===== config.mk =====
export PLATFORM = sky130hd
export DESIGN_NAME = seq_divider
export DESIGN_NICKNAME = d
export VERILOG_FILES = /design/src/rtl/seq_divider.sv
export SDC_FILE = /design/constraint.sdc
export NUM_CORES = 1
export LEC_CHECK = 0
export ABC_AREA = 0
export CORE_MARGIN = 4
export CORE_UTILIZATION = 30
export DETAILED_ROUTE_END_ITERATION = 10
export GPL_TIMING_DRIVEN = 0
export PLACE_DENSITY = 0.56
export SYNTH_ARGS = -nofsm -noshare
export SYNTH_HDL_FRONTEND = slang
export SYNTH_SLANG_ARGS = --single-unit

===== constraint.sdc =====
create_clock -name clk -period 2.9 [get_ports clk]
set_input_delay 0.58 -clock clk [delete_from_list [all_inputs] [get_ports clk]]
set_output_delay 0.58 -clock clk [all_outputs]
set_load 0.01 [all_outputs]

===== src/rtl/seq_divider.sv =====
// Iterative restoring divider: one quotient bit per clock, start/busy/done handshake.
// Define SEQ_DIVIDER_SIGNED_EN for two's-complement operands (truncating division).
module seq_divider #(
   parameter int WIDTH = 8
) (
   input  logic             clk,
   input  logic             rst_n,
   input  logic             start,
   input  logic [WIDTH-1:0] dividend,
   input  logic [WIDTH-1:0] divisor,
   output logic             busy,
   output logic             done,
   output logic [WIDTH-1:0] quotient,
   output logic [WIDTH-1:0] remainder,
   output logic             div_by_zero,
   output logic             overflow
);

   localparam int              CW       = $clog2(WIDTH);
   localparam logic [CW-1:0]   CNT_LAST = CW'(WIDTH - 1);
   localparam logic [CW-1:0]   CNT_ONE  = CW'(1);

   typedef enum logic [1:0] {
      S_IDLE = 2'd0,
      S_RUN  = 2'd1,
      S_DONE = 2'd2
   } state_t;

   state_t           r_state;
   logic [CW-1:0]    r_cnt;
   logic [WIDTH-1:0] r_rem;
   logic [WIDTH-1:0] r_shq;
   logic [WIDTH-1:0] r_dvs;
   logic [WIDTH-1:0] r_dvd;
   logic             r_dz;
   logic             r_busy;
   logic             r_done;
   logic [WIDTH-1:0] r_quot;
   logic [WIDTH-1:0] r_rmd;
   logic             r_dz_o;

   logic             w_accept;
   logic [WIDTH:0]   w_shift;
   logic [WIDTH:0]   w_trial;
   logic [WIDTH-1:0] w_a_mag;
   logic [WIDTH-1:0] w_b_mag;
   logic [WIDTH-1:0] w_q_res;
   logic [WIDTH-1:0] w_r_res;

   // busy also covers the done cycle, so gating on it blocks a start sampled there.
   assign w_accept = (r_state == S_IDLE) && start && !r_busy;
   assign w_shift  = {r_rem, r_shq[WIDTH-1]};
   assign w_trial  = w_shift - {1'b0, r_dvs};

`ifdef SEQ_DIVIDER_SIGNED_EN
   localparam logic [WIDTH-1:0] MOST_NEG = {1'b1, {(WIDTH-1){1'b0}}};

   logic r_neg_q;
   logic r_neg_r;
   logic r_ovf;
   logic r_ovf_o;
   logic w_ovf_res;

   assign w_a_mag = dividend[WIDTH-1] ? -dividend : dividend;
   assign w_b_mag = divisor[WIDTH-1]  ? -divisor  : divisor;

   always_comb begin
      w_ovf_res = 1'b0;
      w_q_res   = r_neg_q ? -r_shq : r_shq;
      w_r_res   = r_neg_r ? -r_rem : r_rem;
      if (r_dz) begin
         w_q_res = '1;
         w_r_res = r_dvd;
      end else if (r_ovf) begin
         w_q_res   = MOST_NEG;
         w_r_res   = '0;
         w_ovf_res = 1'b1;
      end
   end

   always_ff @(posedge clk or negedge rst_n) begin
      if (!rst_n) begin
         r_neg_q <= 1'b0;
         r_neg_r <= 1'b0;
         r_ovf   <= 1'b0;
         r_ovf_o <= 1'b0;
      end else if (w_accept) begin
         r_neg_q <= dividend[WIDTH-1] ^ divisor[WIDTH-1];
         r_neg_r <= dividend[WIDTH-1];
         r_ovf   <= (dividend == MOST_NEG) && (divisor == '1);
      end else if (r_state == S_DONE) begin
         r_ovf_o <= w_ovf_res;
      end
   end

   assign overflow = r_ovf_o;
`else
   assign w_a_mag = dividend;
   assign w_b_mag = divisor;

   always_comb begin
      w_q_res = r_dz ? '1 : r_shq;
      w_r_res = r_dz ? r_dvd : r_rem;
   end

   assign overflow = 1'b0;
`endif

   // A zero divisor makes one pass through RUN so its done lands two edges after start.
   always_ff @(posedge clk or negedge rst_n) begin
      if (!rst_n) begin
         r_state <= S_IDLE;
         r_cnt   <= '0;
         r_rem   <= '0;
         r_shq   <= '0;
         r_dvs   <= '0;
         r_dvd   <= '0;
         r_dz    <= 1'b0;
         r_busy  <= 1'b0;
         r_done  <= 1'b0;
         r_quot  <= '0;
         r_rmd   <= '0;
         r_dz_o  <= 1'b0;
      end else begin
         r_busy <= (r_state != S_IDLE);
         r_done <= 1'b0;
         case (r_state)
            S_IDLE: begin
               if (w_accept) begin
                  r_dvd   <= dividend;
                  r_shq   <= w_a_mag;
                  r_dvs   <= w_b_mag;
                  r_rem   <= '0;
                  r_dz    <= (divisor == '0);
                  r_cnt   <= (divisor == '0) ? '0 : CNT_LAST;
                  r_state <= S_RUN;
               end
            end
            S_RUN: begin
               if (!w_trial[WIDTH]) begin
                  r_rem <= w_trial[WIDTH-1:0];
                  r_shq <= {r_shq[WIDTH-2:0], 1'b1};
               end else begin
                  r_rem <= w_shift[WIDTH-1:0];
                  r_shq <= {r_shq[WIDTH-2:0], 1'b0};
               end
               r_cnt <= r_cnt - CNT_ONE;
               if (r_cnt == '0) r_state <= S_DONE;
            end
            S_DONE: begin
               r_done  <= 1'b1;
               r_quot  <= w_q_res;
               r_rmd   <= w_r_res;
               r_dz_o  <= r_dz;
               r_state <= S_IDLE;
            end
            default: r_state <= S_IDLE;
         endcase
      end
   end

   assign busy        = r_busy;
   assign done        = r_done;
   assign quotient    = r_quot;
   assign remainder   = r_rmd;
   assign div_by_zero = r_dz_o;

endmodule


==> reports/qor.yml <==
outcome:
  status: "finished, final reports clean"
detailed_routing:
  drtAntennaViolNets: 0
  avgRoutedWirePerCell_um: 14.2
  dr.first_iter.drc_count: 54
  drt_wl_total_um: 6420
  vias: 2145
  drc: 0
  viasPerCell: 4.76
  drtPass1Iterations: 4
layout:
  final_cell_area_um2: 3520
  antennaDiodeCount: 0
  final_layout_size_suffix_gt1_share_pct: 9.33
  final_cells: 451
  layout_common_cells: "72 x nand2_1, 57 x dfrtp_1, 36 x clkdlybuf4s50_1, 24 x o21ai_0, 16 x nand3_1"
  fillers: 911
  syn_to_final_growth_pct: 26.1
  nNetsFinal: 369
  mostFrequentLayoutCell: "nand2_1"
critical_path:
  path_cells: "inv_1 -> ha_1 -> fa_1 -> and2b_1 -> o211ai_4 -> a31oi_4 -> xnor2_2 -> buf_6 -> mux2i_1 -> o21ai_1"
  criticalPathCategory: "flip-flop to flip-flop"
  crit_arrival_ns: 2.72
  cp_slowest_cell: "fa_1"
  cp_slowest_stage_delay_ns: 0.40
  end_kind: "flip-flop"
  crit_fanout: 10
  crit_path_start_kind: "flip-flop"
  ff2ff_setup_slack_ns: 0.38
  critPathRequiredTime_ns: 3.11
clock_tree:
  post_cts_resize_count: 0
  clkLatencyLatePin_ns: 0.34
  cts_hold_buf: 0
  cts-root-buf: "clkbuf_8"
  clockBufferDepth: 2
  numClockSinks: 57
  htreeDepth: 3
  cts_setup_buffers: 0
  clk_pin_slew_ns: 0.07
  cts_tree: "built"
  cts_buffers: 9
global_route:
  grt_usage_pct: 12.7
  grt.overflow.total: 0
  grt_pass1_wl_um: 11100
  antenna_found_initial: 0
  grt_max_degree: 36
  grt_pass1_vias: 2208
sta:
  fin_worst_skew_ns: 0.0102
  final_max_slew_viol_count: 0
  slew_headroom_pct: 58.4
  final_hold_viol_count: 0
  final-setup-viol-count: 0
  worstMarginPinSlew_ns: 0.625
  clock.fmax_mhz: 397
  period_share_pct: 86.8
  rsz0062_at_grt: "no"
  period_needed_ns: 2.52
run:
  maxCapViolCount: 0
yosys:
  synth_nets: 320
  ys_types: 50
  synth_top_area_share_pct: 51.0
  syn_area_um2: 2800
  netlist_instances: 290
  postSynthAreaPerCell_um2: 9.64
  synthArstFlopShare_pct: 100
  synth-edff-count: 0
  synth_flop_cell: "dfrtp_1"
  seq_area_frac_synth_pct: 51.0
  yosysTopAreaCell: "dfrtp_1"
  ys_ff_latch: 57
  synth_area_leaders: "dfrtp_1 51%, nand2_1 9.7%, mux2i_1 5.0%"
  yosysWarnings: 0
place:
  place_area_um2: 3320
  globalplace.congestion: 0.749
  hpwlAfterDp_um: 4760
  port_buffers: 37
  place_inst: 436
floorplan:
  fp-row-count: 34
  start_util_pct: 31.4
  die_w_um: 105
  die-area_um2: 10900
  core_area_um2: 8890
  die_y_um: 105
  io_pins: 39
power_and_ir_drop:
  power_density_nw_per_um2: 1300
  power_leakage_nw: 1.64
  irDropWorstVdd_v: 0.000444
min_path:
  hold_path_class: "input pin to async pin"
critical path: cells and delay by family (launching register included):
kind / cells / cell delay, ns
flops: 1 / 0.39
fa+ha+maj: 2 / 0.64
buf+inv: 2 / 0.28
mux: 1 / 0.22
xor+xnor: 1 / 0.16
simple gates: 1 / 0.28
compound gates: 3 / 0.40
metrics by stage:
step           setup slack (ns)  total power, mW  hold WS (ns)  TNS, ns  util (%)
3_5_place_dp              0.397             3.82         0.465        0      37.3
2_1_floorplan             0.696             3.08         0.284        0         -
5_1_grt                   0.234             5.00         0.258        0      39.6
4_1_cts                   0.387             4.65         0.226        0      39.6
6_report                  0.384             4.59         0.215        0      39.6
3_3_place_gp             -0.576             3.76         0.459   -32.65      37.1
final timing paths:
path / start / end / depth (start not counted)
setup / recovery: r_shq[7]$_DFFE_PN0P_ / r_rem[5]$_DFFE_PN0P_ / 10
hold reg to reg: remainder[4]$_DFFE_PN0P_ / remainder[4]$_DFFE_PN0P_ / 2
setup reg to reg: r_shq[7]$_DFFE_PN0P_ / r_rem[5]$_DFFE_PN0P_ / 10
min in group clk: remainder[4]$_DFFE_PN0P_ / remainder[4]$_DFFE_PN0P_ / 2
hold / removal: rst_n / quotient[1]$_DFFE_PN0P_ / 1
max in group asynchronous: rst_n / r_dvd[6]$_DFFE_PN0P_ / 2
synthesized netlist by cell type (2+ instances only):
| library cell | number |
|---|---|
| and3_1 | 2 |
| nor2_1 | 11 |
| clkbuf_1 | 12 |
| o21a_1 | 4 |
| ha_1 | 10 |
| nand3_1 | 16 |
| dfrtp_1 | 57 |
| inv_1 | 13 |
| o21ai_1 | 4 |
| xor2_1 | 2 |
| nand2_1 | 72 |
| a21oi_1 | 3 |
| o21ai_0 | 24 |
| nor2b_1 | 3 |
| mux2i_1 | 14 |
| xnor2_1 | 3 |
| nor4_1 | 2 |
| o211ai_1 | 5 |
| nand2b_1 | 2 |
state kept, by name, summed over array words and instances (netlist names):
name,count
r_shq,8
r_rem,8
remainder,8
r_state,2
busy,1
r_cnt,3
quotient,8
r_dvd,8
div_by_zero,1
done,1
r_dvs,8
r_dz,1
layout make-up:
cell class / instances / area, µm² / area share (%)
buffer: 16 / 72.6 / 2.06
clock buffer: 9 / 124 / 3.52
clock inverter: 6 / 83.8 / 2.38
inverter: 13 / 48.8 / 1.38
multi-input combinational: 204 / 1250 / 35.4
sequential: 57 / 1430 / 40.5
tap: 108 / 135 / 3.84
timing repair buffer: 38 / 385 / 10.9
metal layers:
metal	track usage, %	wire length [µm]	share of wire [%]
met5	0	0	0
met3	4.59	435	6.8
met4	3.51	45	0.70
met1	16.3	3010	47
met2	20.5	2920	46
report_power, final:
group	switching, mW	internal [mW]
logic	1.26	1.10
clock network	0.322	0.475
registers	0.248	1.18
kinds of logic after synthesis:
group / count (synthesis) / share of synthesized area [%]
AO/OA/AOI/OAI: 50 / 11.9
XOR/XNOR: 6 / 2.15
adder cells (fa/ha/maj): 11 / 5.19
buffers and inverters: 29 / 4.34
flip-flops: 57 / 51.0
multiplexers: 15 / 5.42
other: 1 / 0.134
AND/OR/NAND/NOR: 121 / 19.9
Note: power is estimated with default switching activity, not from simulation.
